===== src/rtl/logip_pkg.sv =====
// rtl/logip_pkg.sv - shared trigger types, config field positions and limits
package logip_pkg;

  localparam int DLY_LSB   = 0;
  localparam int LVL_LSB   = 16;
  localparam int START_BIT = 27;

  localparam logic [1:0] MAX_LEVEL = 2'd3;

  typedef struct packed {
    logic [15:0] delay;
    logic [1:0]  level;
    logic        start;
  } trg_cfg_t;

  // Reset stage config: no delay, level 0, start set, so a default arm fires at once.
  localparam trg_cfg_t CFG_RESET = '{delay: 16'd0, level: 2'd0, start: 1'b1};

  typedef enum logic {
    ST_IDLE  = 1'b0,
    ST_ARMED = 1'b1
  } trg_state_t;

endpackage


===== src/rtl/trigger_if.sv =====
// rtl/trigger_if.sv - sample stream, config bus and trigger outputs of the trigger block
interface trigger_if #(
  parameter int CHLS = 32
);
  logic [CHLS-1:0] smpls_i;
  logic            stb_i;
  logic [1:0]      stg_i;
  logic            set_mask_i;
  logic            set_val_i;
  logic            set_cfg_i;
  logic [31:0]     cfg_data_i;
  logic            arm_i;
  logic [CHLS-1:0] smpls_o;
  logic            stb_o;
  logic            run_o;
  logic            armed_o;

  modport master (
    output smpls_i, stb_i, stg_i, set_mask_i, set_val_i, set_cfg_i, cfg_data_i, arm_i,
    input  smpls_o, stb_o, run_o, armed_o
  );

  modport slave (
    input  smpls_i, stb_i, stg_i, set_mask_i, set_val_i, set_cfg_i, cfg_data_i, arm_i,
    output smpls_o, stb_o, run_o, armed_o
  );
endinterface


===== src/rtl/trg_stage.sv =====
// rtl/trg_stage.sv - one trigger stage: mask/value/config registers, match and delay counter
module trg_stage
  import logip_pkg::*;
#(
  parameter int CHLS = 32
) (
  input  logic            clk_i,
  input  logic            rst_i,
  input  logic            wr_mask_i,
  input  logic            wr_val_i,
  input  logic            wr_cfg_i,
  input  logic [CHLS-1:0] wdata_i,
  input  trg_cfg_t        wcfg_i,
  input  logic [CHLS-1:0] smpls_i,
  input  logic            eval_i,
  input  logic [1:0]      level_i,
  input  logic            clr_i,
  output logic            act_o,
  output logic            start_o
);

  logic [CHLS-1:0] mask;
  logic [CHLS-1:0] value;
  trg_cfg_t        cfg;
  logic [15:0]     cnt;
  logic            idle;
  logic            match;

  // A nonzero counter means a delayed action is pending; the stage ignores matches meanwhile.
  assign idle    = (cnt == 16'd0);
  assign match   = eval_i && (((smpls_i ^ value) & mask) == '0) && (cfg.level == level_i) && idle;
  assign act_o   = (match && (cfg.delay == 16'd0)) || (eval_i && (cnt == 16'd1));
  assign start_o = cfg.start;

  always_ff @(posedge clk_i) begin
    if (rst_i) begin
      mask  <= '0;
      value <= '0;
      cfg   <= CFG_RESET;
      cnt   <= '0;
    end else begin
      if (wr_mask_i) mask  <= wdata_i;
      if (wr_val_i)  value <= wdata_i;
      if (wr_cfg_i)  cfg   <= wcfg_i;
      if (clr_i)
        cnt <= '0;
      else if (eval_i && !idle)
        cnt <= cnt - 16'd1;
      else if (match)
        cnt <= cfg.delay;
    end
  end

endmodule


===== src/rtl/trigger.sv =====
// rtl/trigger.sv - SUMP-style multi-stage parallel trigger with one-cycle sample pass-through
module trigger
  import logip_pkg::*;
#(
  parameter int CHLS   = 32,
  parameter int STAGES = 4
) (
  input  logic   clk_i,
  input  logic   rst_i,
  trigger_if.slave bus
);

  trg_state_t        state, state_nxt;
  logic [1:0]        level, level_nxt;
  logic [STAGES-1:0] act;
  logic [STAGES-1:0] start;
  logic              eval;
  logic              fire;
  logic              clr;
  trg_cfg_t          wcfg;

  assign wcfg.delay = bus.cfg_data_i[DLY_LSB +: 16];
  assign wcfg.level = bus.cfg_data_i[LVL_LSB +: 2];
  assign wcfg.start = bus.cfg_data_i[START_BIT];

  // A strobe coinciding with arm belongs to the old run and is not evaluated.
  assign eval = (state == ST_ARMED) && bus.stb_i && !bus.arm_i;

  for (genvar i = 0; i < STAGES; i++) begin : g_stage
    trg_stage #(
      .CHLS(CHLS)
    ) u_stage (
      .clk_i    (clk_i),
      .rst_i    (rst_i),
      .wr_mask_i(bus.set_mask_i && (bus.stg_i == 2'(i))),
      .wr_val_i (bus.set_val_i && (bus.stg_i == 2'(i))),
      .wr_cfg_i (bus.set_cfg_i && (bus.stg_i == 2'(i))),
      .wdata_i  (bus.cfg_data_i[CHLS-1:0]),
      .wcfg_i   (wcfg),
      .smpls_i  (bus.smpls_i),
      .eval_i   (eval),
      .level_i  (level),
      .clr_i    (clr),
      .act_o    (act[i]),
      .start_o  (start[i])
    );
  end

  always_comb begin
    state_nxt = state;
    level_nxt = level;
    fire      = 1'b0;
    clr       = bus.arm_i;
    if (bus.arm_i) begin
      state_nxt = ST_ARMED;
      level_nxt = '0;
    end else if (state == ST_ARMED) begin
      if (|(act & start)) begin
        fire      = 1'b1;
        clr       = 1'b1;
        state_nxt = ST_IDLE;
        level_nxt = '0;
      end else if ((|act) && (level != MAX_LEVEL)) begin
        level_nxt = level + 2'd1;
      end
    end
  end

  always_ff @(posedge clk_i) begin
    if (rst_i) begin
      state       <= ST_IDLE;
      level       <= '0;
      bus.smpls_o <= '0;
      bus.stb_o   <= 1'b0;
      bus.run_o   <= 1'b0;
    end else begin
      state       <= state_nxt;
      level       <= level_nxt;
      bus.smpls_o <= bus.smpls_i;
      bus.stb_o   <= bus.stb_i;
      bus.run_o   <= fire;
    end
  end

  assign bus.armed_o = (state == ST_ARMED);

endmodule


===== src/flat_wrapper.sv =====
// flat-port wrapper written by rule: the top's interface ports become plain ports
module trigger_flat import logip_pkg::*;
#(
  parameter int CHLS   = 32,
  parameter int STAGES = 4
)
  (clk_i, rst_i, bus_smpls_i, bus_stb_i, bus_stg_i, bus_set_mask_i, bus_set_val_i, bus_set_cfg_i, bus_cfg_data_i, bus_arm_i, bus_smpls_o, bus_stb_o, bus_run_o, bus_armed_o);
  trigger_if #(.CHLS(CHLS)) bus_i ();
  input  logic clk_i;
  input  logic rst_i;
  input wire logic [$bits(bus_i.smpls_i)-1:0] bus_smpls_i;
  input wire logic [$bits(bus_i.stb_i)-1:0] bus_stb_i;
  input wire logic [$bits(bus_i.stg_i)-1:0] bus_stg_i;
  input wire logic [$bits(bus_i.set_mask_i)-1:0] bus_set_mask_i;
  input wire logic [$bits(bus_i.set_val_i)-1:0] bus_set_val_i;
  input wire logic [$bits(bus_i.set_cfg_i)-1:0] bus_set_cfg_i;
  input wire logic [$bits(bus_i.cfg_data_i)-1:0] bus_cfg_data_i;
  input wire logic [$bits(bus_i.arm_i)-1:0] bus_arm_i;
  output wire logic [$bits(bus_i.smpls_o)-1:0] bus_smpls_o;
  output wire logic [$bits(bus_i.stb_o)-1:0] bus_stb_o;
  output wire logic [$bits(bus_i.run_o)-1:0] bus_run_o;
  output wire logic [$bits(bus_i.armed_o)-1:0] bus_armed_o;
  assign bus_i.smpls_i = bus_smpls_i;
  assign bus_i.stb_i = bus_stb_i;
  assign bus_i.stg_i = bus_stg_i;
  assign bus_i.set_mask_i = bus_set_mask_i;
  assign bus_i.set_val_i = bus_set_val_i;
  assign bus_i.set_cfg_i = bus_set_cfg_i;
  assign bus_i.cfg_data_i = bus_cfg_data_i;
  assign bus_i.arm_i = bus_arm_i;
  assign bus_smpls_o = bus_i.smpls_o;
  assign bus_stb_o = bus_i.stb_o;
  assign bus_run_o = bus_i.run_o;
  assign bus_armed_o = bus_i.armed_o;
  trigger #(.CHLS(CHLS), .STAGES(STAGES)) u_core (.clk_i(clk_i), .rst_i(rst_i), .bus(bus_i));
endmodule

===== config.mk =====
export PLATFORM = sky130hd
export DESIGN_NAME = trigger_flat
export DESIGN_NICKNAME = d
export VERILOG_FILES = /design/src/rtl/logip_pkg.sv /design/src/rtl/trigger_if.sv /design/src/rtl/trg_stage.sv /design/src/rtl/trigger.sv /design/src/flat_wrapper.sv
export SDC_FILE = /design/constraint.sdc
export NUM_CORES = 1
export LEC_CHECK = 0
export CORE_MARGIN = 2
export CORE_UTILIZATION = 64
export DETAILED_ROUTE_END_ITERATION = 8
export PLACE_DENSITY = 0.82
export SKIP_CTS_REPAIR_TIMING = 1
export SLEW_MARGIN = 20
export SYNTH_ARGS = -nofsm -noshare
export SYNTH_HDL_FRONTEND = slang
export SYNTH_SLANG_ARGS = --single-unit

===== constraint.sdc =====
create_clock -name clk_i -period 6.7 [get_ports clk_i]
set_input_delay 1.34 -clock clk_i [delete_from_list [all_inputs] [get_ports clk_i]]
set_output_delay 1.34 -clock clk_i [all_outputs]
set_load 0.01 [all_outputs]

==> qor.yml, run 1 <==
start_util: 0.651
synth_top_area_frac: 0.464
setup_tns_ns: 0
drt_pass1_iterations: 6
grtUsageTotal: 0.379
syn_avg_cell_area_um2: 7.81
insertion_delay_ns: 0.55
ios: 108
num_vias: 17400
outcome: "completed"
path_cells: "clkdlybuf4s50_1 > nand3b_1 > nor4_1 > nand4_1 > nor3_1 > nand4_1 > o2111ai_2 > or3_4 > nor2_1"
yosysTopAreaCell: "dfxtp_1"
endpoint_kind: "flop"
grt_max_degree: 106
slowest_stage: "nor4_1"
synthCells: 2394
grt-ovfl-total: 0
drt-total-wl_um: 59500
rsz0062_at_grt: "no"
cp-startpoint: "bus_arm_i"
internal_power_mw: 4.39
min_from: "u_core.g_stage[3].u_stage.mask[10]"
reg2reg_depth: 10
grt_pass1_vias: 16100
power_frac_comb: 0.096
synth_warnings: 0
synth_area_leaders: "dfxtp_1 46%, nand2_1 15%, a21oi_1 10%, xor2_1 6.8%, clkbuf_1 3.4%"
fin_crit_ns: 4.94
worst_slew_pin_slew_ns: 1.20
cts_buffers: 44
dieArea_um2: 30600
num-fill-cells: 2183
dpl.hpwl_um: 40000
clk_pin_slew_worst_paths_ns: 0.06
path_max_fanout: 63
cts_root_buf: "clkbuf_16"
p_clk_frac: 0.440
place_congestion: 0.973
relSlewSlack: 0.197
area_growth_pct: 12.8
num_antenna_cells: 0
portBuffers: 107
ys_seq_elements: 433
synthesis.area_um2: 18700
wl_per_cell_um: 21.4
async_reset_ff_frac: 0
layout-drive-gt1-share: 0.0437
maxCapViolations: 0
ant_nets: 0
drc: 0
switching_share: 0.249
ys.flop_type: "dfxtp_1"
final_hold_viol_count: 0
vias_per_cell: 6.26
worstPathRequired_ns: 7.09
max_freq_mhz: 203
cts_buffer_depth: 3
synthesis.nets: 2476
hp-class: "flop to flop"
drtIter0Drc: 2395
setup_viol: 0
cts_sinks: 433
p_seq_frac: 0.464
max_stage_delay_ns: 0.95
r2r_end: "u_core.g_stage[1].u_stage.cnt[10]"
seq_area_frac_synth: 0.464
slew_violations: 0
grt_pass1_wl_um: 90400
leakage_nw: 7.79
holdPathStages: 2
ys_types: 61
peakVddDrop_v: 0.000192
num_rows: 62
core_um2: 28700
r2r_slack_ns: 2.70
skew_ns: 0.0214
antenna_found_initial: 1
min_to: "u_core.g_stage[3].u_stage.mask[10]"
criticalPathCategory: "primary input to flop"
worst_setup_path_start_kind: "primary input"
fin_crit_sh: 0.737
finalNonFillerCells: 2786
critPathMostFrequentCell: "nand4_1"
htree_levels: 2
switching_power_mw: 1.45
cts_tree: "done"
final_nets: 2451
p_per_area_nw_per_um2: 277
die_h_um: 175
rr_startpoint: "u_core.g_stage[1].u_stage.cnt[0]"
placedCellCount: 2707
die_w_um: 175
synth_edf_count: 0
cp.arrival_ns: 5.33
-- power groups by stage --
stage               Combinational, mW  Sequential (mW)  Clock [mW]
floorplan                       0.324             2.75           0
global placement                0.525             2.76           0
detailed placement              0.535             2.76           0
CTS                             0.539             2.71        2.57
global route                    0.585             2.71        2.68
finish                          0.559             2.71        2.57
-- layout make-up --
cell class              count  area (µm²)  area share
multi-input cells        1748        9150       0.434
flip-flops and latches    433        8670       0.411
clock buffers              63        1270      0.0604
repair buffers            125        1210      0.0574
well taps                 384         480      0.0228
clock inverters            16         238      0.0113
inverters                  17        63.8     0.00303
-- logic make-up (layout without fill, tap and decap cells) --
| family | Yosys count | after routing | synth area share |
|---|---|---|---|
| adders and majority gates | 9 | 9 | 0.00603 |
| muxes | 1 | 1 | 0.000536 |
| buffers and inverters | 213 | 221 | 0.0468 |
| DFF | 433 | 433 | 0.464 |
| xor gates and xnor gates | 170 | 170 | 0.0797 |
| AOI/OAI and AO/OA | 539 | 539 | 0.166 |
| and+or+nand+nor | 1029 | 1029 | 0.238 |
-- Yosys cell counts, drive strengths merged (7+ instances only) --
| master | number |
|---|---|
| xnor2 | 25 |
| nor4 | 33 |
| nand2 | 729 |
| ha | 9 |
| a221oi | 9 |
| dfxtp | 433 |
| nor2b | 38 |
| a31oi | 10 |
| clkbuf | 180 |
| and2 | 13 |
| a211oi | 7 |
| inv | 17 |
| nand4 | 32 |
| nand3 | 17 |
| buf | 16 |
| nor3 | 33 |
| xor2 | 145 |
| or4 | 13 |
| o21ai | 12 |
| a22oi | 82 |
| and3 | 8 |
| a21oi | 390 |
| nor2 | 87 |
-- sequential cells by signal, summed over array words and instances, names as in the netlist --
register,count
u_core.g_stage.u_stage.start_o,4
u_core.bus.stb_o,1
u_core.bus.smpls_o,32
u_core.level,2
u_core.g_stage.u_stage.cnt,64
u_core.g_stage.u_stage.cfg,72
u_core.bus.run_o,1
u_core.g_stage.u_stage.mask,128
u_core.bus.armed_o,1
u_core.g_stage.u_stage.value,128
-- metrics by stage --
| stage | setup slack (ns) | util | instance area, µm² | hold WS (ns) | power [mW] |
|---|---|---|---|---|---|
| global placement | 1.25 | 0.682 | 19600 | 0.441 | 3.28 |
| global route | 1.51 | 0.735 | 21100 | 0.472 | 5.98 |
| finish | 1.76 | 0.735 | 21100 | 0.456 | 5.84 |
| CTS | 1.66 | 0.734 | 21100 | 0.455 | 5.81 |
| detailed placement | 1.09 | 0.682 | 19600 | 0.447 | 3.30 |
| floorplan | 3.36 | - | 18700 | 0.432 | 3.08 |
-- per-layer routing --
metal / track usage / share of wire / vias to the layer above
met3: 0.0601 / 0.098 / 249
met5: 0 / 0.00022 / -
met4: 0.214 / 0.066 / 2
li1: - / - / 7954
met1: 0.490 / 0.38 / 8210
met2: 0.606 / 0.45 / 1027
-- how the worst max path moves through the flow --
stage | to | depth (start not counted)
after floorplan | u_core.g_stage[0].u_stage.cnt[11] | 10
after detailed placement | u_core.g_stage[1].u_stage.cnt[10] | 9
after global routing | u_core.g_stage[1].u_stage.cnt[9] | 9
after global placement | u_core.g_stage[0].u_stage.cnt[10] | 9
final | u_core.g_stage[1].u_stage.cnt[10] | 9
after CTS | u_core.g_stage[1].u_stage.cnt[10] | 9
-- worst max-delay path, delay by kind of cell --
kind,cells,cell delay (ns)
AND/OR/NAND/NOR,7,3.28
AO/OA/AOI/OAI,1,0.16
buffers and inverters,1,0.53
-- layout by cell type, fill, tap and decap left out, types with 9 or more instances in the layout --
master	synthesis	layout
nand2_1	729	729
dfxtp_1	433	433
a21oi_1	390	390
xor2_1	145	145
clkdlybuf4s50_1	0	106
nor2_1	86	86
a22oi_1	82	82
clkbuf_16	0	45
nor2b_1	38	38
nor3_1	33	33
nand4_1	32	32
nor4_1	30	30
xnor2_1	25	25
buf_4	2	18
inv_1	17	17
nand3_1	17	17
and2_1	13	13
or4_1	11	11
o21ai_0	11	11
a31oi_1	10	10
clkbuf_1	170	10
a221oi_1	9	9
ha_1	9	9
(Power assumes the default switching activity.)
==> run 2, diff against run 1 <==
--- a/config.mk
+++ b/config.mk
@@ -6,9 +6,9 @@
 export NUM_CORES = 1
 export LEC_CHECK = 0
 export CORE_MARGIN = 2
-export CORE_UTILIZATION = 64
+export CORE_UTILIZATION = 60
 export DETAILED_ROUTE_END_ITERATION = 8
-export PLACE_DENSITY = 0.82
+export PLACE_DENSITY = 0.77
 export SKIP_CTS_REPAIR_TIMING = 1
 export SLEW_MARGIN = 20
 export SYNTH_ARGS = -nofsm -noshare
==> constraint.sdc (replaced) <==
create_clock -name clk_i -period 4.8 [get_ports clk_i]
set_input_delay 0.96 -clock clk_i [delete_from_list [all_inputs] [get_ports clk_i]]
set_output_delay 0.96 -clock clk_i [all_outputs]
set_load 0.01 [all_outputs]
==> qor.yml, run 2 (same netlist as run 1, synthesis figures left out) <==
max_freq_mhz: 245
num_rows: 64
insertion_delay_ns: 0.56
peakVddDrop_v: 0.000282
cts_buffers: 45
grtUsageTotal: 0.368
p_per_area_nw_per_um2: 384
core_um2: 30700
grt_pass1_wl_um: 93800
criticalPathCategory: "primary input to flop"
skew_ns: 0.0156
drt_pass1_iterations: 7
htree_levels: 2
cts_sinks: 433
top_regs: "u_core.g_stage.u_stage.mask: 128 flops, u_core.g_stage.u_stage.value: 128 flops, u_core.g_stage.u_stage.cfg: 72 flops"
ant_nets: 0
cp.arrival_ns: 4.51
clk_pin_slew_worst_paths_ns: 0.06
area_growth_pct: 13.3
num_antenna_cells: 0
drt-total-wl_um: 61800
rsz0062_at_grt: "no"
final_nets: 2458
switching_share: 0.250
endpoint_kind: "flop"
cts_root_buf: "clkbuf_16"
num_vias: 17400
setup_viol: 0
p_clk_frac: 0.438
cts_tree: "done"
internal_power_mw: 6.11
dpl.hpwl_um: 41300
worstPathRequired_ns: 5.23
path_max_fanout: 33
relSlewSlack: 0.212
die_w_um: 180
portBuffers: 107
start_util: 0.609
grt-ovfl-total: 0
worst_setup_path_start_kind: "primary input"
setup_tns_ns: 0
switching_power_mw: 2.03
grt_max_degree: 156
placedCellCount: 2725
place_congestion: 1.03
final_common_cell: "nand2_1"
fin_crit_sh: 0.851
slew_violations: 0
final_cell_mix: "727 x nand2_1, 433 x dfxtp_1, 390 x a21oi_1, 145 x xor2_1, 106 x clkdlybuf4s50_1"
drc: 0
drtIter0Drc: 2204
final_cell_area_um2: 21200
layout-drive-gt1-share: 0.0466
die_h_um: 180
dieArea_um2: 32600
cts_buffer_depth: 3
worst_slew_pin_slew_ns: 1.18
dpl_cell_area_um2: 19700
grt_pass1_vias: 16100
finalNonFillerCells: 2800
leakage_nw: 7.82
power_frac_comb: 0.098
wl_per_cell_um: 22.1
maxCapViolations: 0
ios: 108
finalPower_mw: 8.14
hp-class: "flop to flop"
final_hold_viol_count: 0
vias_per_cell: 6.22
outcome: "completed"
antenna_found_initial: 0
p_seq_frac: 0.465
fin_crit_ns: 4.08
## run 2: changes by cell type in the layout (fill, tap and decap cells not counted), moves of 2 or more
cell	change
buf_12	+3
clkbuf_1	-3
buf_4	+3
clkbuf_8	+2
clkbuf_16	+2
nand2_2	+2
nand2_1	-2
bufinv_16	-2
clkinv_2	-4
## run 2: critical path, stage by stage
cell             delay, ns
clkdlybuf4s50_1       0.53
and3b_1               0.30
buf_4                 0.23
nand2_1               0.07
nor4_1                0.81
a41oi_1               0.46
o2111ai_2             0.41
or3_2                 0.40
buf_12                0.25
a2111oi_1             0.06
## run 2: layout make-up
type / instances / area, µm²
Inverter: 17 / 63.8
Clock buffer: 64 / 1340
Clock inverter: 11 / 165
Fill cell: 2461 / 9490
Sequential cell: 433 / 8670
Timing Repair Buffer: 131 / 1290
Tap cell: 396 / 495
Multi-Input combinational cell: 1748 / 9150
## run 2: per-layer routing
layer | global-route usage | vias up | wire (µm)
met2 | 0.568 | 1048 | 27100
met3 | 0.0683 | 219 | 6340
met5 | 0 | - | 0
li1 | - | 7957 | -
met1 | 0.486 | 8188 | 24600
met4 | 0.207 | 0 | 3800
## run 2: power by group through the flow
stage / logic (mW) / registers, mW / clock network (mW)
floorplan: 0.452 / 3.84 / 0
global placement: 0.754 / 3.85 / 0
detailed placement: 0.764 / 3.86 / 0
CTS: 0.769 / 3.78 / 3.58
global route: 0.837 / 3.79 / 3.71
finish: 0.795 / 3.78 / 3.56
## run 2: per-stage QoR
stage	worst slack [ns]	util	hold WS [ns]
2_1_floorplan	1.84	-	0.432
3_3_place_gp	0.397	0.641	0.442
3_5_place_dp	0.372	0.641	0.448
4_1_cts	0.892	0.690	0.456
5_1_grt	0.682	0.691	0.464
6_report	0.717	0.691	0.453
## run 2: worst paths after layout
| check | cells past startpoint | end | slack [ns] | from |
|---|---|---|---|---|
| min | 2 | u_core.g_stage[0].u_stage.mask[10] | 0.45 | u_core.g_stage[0].u_stage.mask[10] |
| max reg2reg | 8 | u_core.g_stage[3].u_stage.cnt[13] | 1.06 | u_core.g_stage[3].u_stage.cnt[8] |
| min reg2reg | 2 | u_core.g_stage[0].u_stage.mask[10] | 0.45 | u_core.g_stage[0].u_stage.mask[10] |
| max | 10 | u_core.g_stage[3].u_stage.cnt[13] | 0.72 | bus_arm_i |
==> run 3, diff against run 2 <==
--- a/config.mk
+++ b/config.mk
@@ -5,6 +5,8 @@
 export SDC_FILE = /design/constraint.sdc
 export NUM_CORES = 1
 export LEC_CHECK = 0
+export ABC_AREA = 1
+export ABC_CLOCK_PERIOD_IN_PS = 4800
 export CORE_MARGIN = 2
 export CORE_UTILIZATION = 60
 export DETAILED_ROUTE_END_ITERATION = 8
==> qor.yml, run 3 <==
outcome: "completed"
antenna_found_initial: 3
grtUsageTotal: 0.347
ant_nets: 0
seq_area_frac_synth: 0.441
syn_avg_cell_area_um2: 7.01
worst_setup_path_start_kind: "primary input"
cts_buffers: 45
path_max_fanout: 8
yosysTopAreaCell: "dfxtp_1"
fin_crit_ns: 3.26
die_h_um: 185
maxCapViolations: 0
drt_pass1_iterations: 8
top_regs: "u_core.g_stage.u_stage.mask: 128 flops, u_core.g_stage.u_stage.value: 128 flops, u_core.g_stage.u_stage.cfg: 72 flops"
num_rows: 66
cts_sinks: 433
cts_buffer_depth: 3
placedCellCount: 3226
grt-ovfl-total: 0
final_hold_viol_count: 0
ys_top_cells_by_count: "452 x nand2_1, 433 x dfxtp_1, 366 x o21ai_0, 341 x inv_1, 341 x nor2_1"
multi_input_area_um2: 9000
insertion_delay_ns: 0.55
grt_pass1_vias: 17100
grt_max_degree: 148
seq_area_um2: 8670
synthesis.area_um2: 19700
num-fill-cells: 2821
cp_num_buf_inv: 2
layout-drive-gt1-share: 0.0657
dp_worst_setup_slack_ns: 1.08
synth_warnings: 0
ys.flop_type: "dfxtp_1"
critPathMostFrequentCell: "nand2_1"
grt_pass1_wl_um: 92600
skew_ns: 0.0150
worstPathRequired_ns: 5.21
relSlewSlack: 0.288
final_cell_area_um2: 22200
ys_seq_elements: 433
hp-class: "flop to flop"
criticalPathCategory: "primary input to flop"
drc: 0
cts_root_buf: "clkbuf_16"
synth_simple_gate_area_frac: 0.231
crit_family: "simple AND/OR/NAND/NOR gates"
drtIter0Drc: 2329
synth_top_area_frac: 0.441
synthCells: 2802
fin_util: 0.687
final_common_cell: "nand2_1"
max_stage_delay_ns: 0.54
synthesis.nets: 2884
finalPower_mw: 8.06
async_reset_ff_frac: 0
setup_tns_ns: 0
wl_per_cell_um: 18.1
area_growth_pct: 13.1
core_um2: 32400
synthAdderAreaFrac: 0.00573
dieArea_um2: 34200
worst_slew_pin_slew_ns: 1.07
setup_slack_ns: 1.54
endpoint_kind: "flop"
cts_tree: "done"
fin_crit_sh: 0.679
num_vias: 18800
cp-startpoint: "bus_smpls_i[18]"
portBuffers: 107
p_per_area_nw_per_um2: 363
final_cell_mix: "451 x nand2_1, 433 x dfxtp_1, 366 x o21ai_0, 341 x inv_1, 341 x nor2_1"
slowest_stage: "clkdlybuf4s50_1"
synth_xor_area_frac: 0.0116
synth_mux_area_frac: 0
final_nets: 2913
leakage_nw: 9.08
dpl_cell_area_um2: 20800
max_freq_mhz: 307
synth_edf_count: 0
ios: 108
yosysMostFrequentCell: "nand2_1"
cp.arrival_ns: 3.67
vias_per_cell: 5.67
setup_viol: 0
drt-total-wl_um: 59900
start_util: 0.607
rr_startpoint: "u_core.g_stage[0].u_stage.cnt[0]"
die_w_um: 185
synth_top_family_by_area: "simple AND/OR/NAND/NOR gates"
rsz0062_at_grt: "no"
synth_area_leaders: "dfxtp_1 44%, o21ai_0 9.3%, nand2_1 8.6%, a21oi_1 8.0%, inv_1 6.5%"
clk_pin_slew_worst_paths_ns: 0.06
slew_violations: 0
finalNonFillerCells: 3306
synth_compound_area_frac: 0.208
ys_types: 45
place_congestion: 1.01
dpl.hpwl_um: 41600
htree_levels: 2
min_from: "u_core.g_stage[3].u_stage.mask[1]"
peakVddDrop_v: 0.000287
path_cells: "clkdlybuf4s50_1 > o21ai_0 > nand2_1 > nor2_1 > nand4_1 > nor2_1 > nand3_2 > nand2_1 > inv_1 > nand2_1 > a31oi_2"
timing.hold.ws_ns: 0.445
run 3: changes by cell type in the layout (fill, tap and decap cells not counted), sizes merged, moves of 60 or more:
cell / change
inv: +357
o21ai: +365
a22oi: -77
nor2: +267
xor2: -128
nand2: -269
a21oi: -60
nand3: +129
run 3: report_power, final:
part	total (mW)	switching (mW)	internal, mW
clock network	3.35	1.42	1.93
registers	3.84	0.0859	3.76
logic	0.867	0.581	0.286
run 3: worst register-to-register path: stages (launching register included):
cell     delay [ns]
dfxtp_1        0.34
inv_1          0.08
ha_1           0.23
nand2_1        0.09
nor2_1         0.17
nand2_1        0.13
nor2_1         0.31
nand2_1        0.11
nor2_1         0.19
nand3_1        0.13
nand2_1        0.10
nand2_1        0.08
nand2_2        0.12
nor2_8         0.07
nand2_8        0.43
nor2_1         0.17
run 3: metal layers:
metal / up-vias / part of all wire / GRT usage
met5: - / 0 / 0
met3: 170 / 0.098 / 0.0653
li1: 9141 / - / -
met1: 8571 / 0.41 / 0.461
met4: 0 / 0.039 / 0.143
met2: 870 / 0.45 / 0.557
run 3: area by class of cell:
type                       count  area share
multi-input combinational   1853       0.405
sequential                   433       0.390
inverter                     373      0.0632
clock buffer                  69      0.0589
timing repair buffer         125      0.0546
tap                          442      0.0249
clock inverter                 9     0.00349
antenna                        2    0.000225
run 3: logic make-up (layout without fill, tap and decap cells):
group / Yosys count / after routing
AOI/OAI and AO/OA: 753 / 753
xor gates and xnor gates: 26 / 26
adders and majority gates: 9 / 9
buffers and inverters: 516 / 576
DFF: 433 / 433
other: 0 / 2
and+or+nand+nor: 1065 / 1065
run 3: final timing paths:
check | end | cells past startpoint | slack (ns)
setup / recovery | u_core.g_stage[1].u_stage.cnt[1] | 11 | 1.54
hold / removal | u_core.g_stage[3].u_stage.mask[1] | 2 | 0.45
setup reg to reg | u_core.g_stage[3].u_stage.cnt[11] | 15 | 1.92
hold reg to reg | u_core.g_stage[3].u_stage.mask[1] | 2 | 0.45
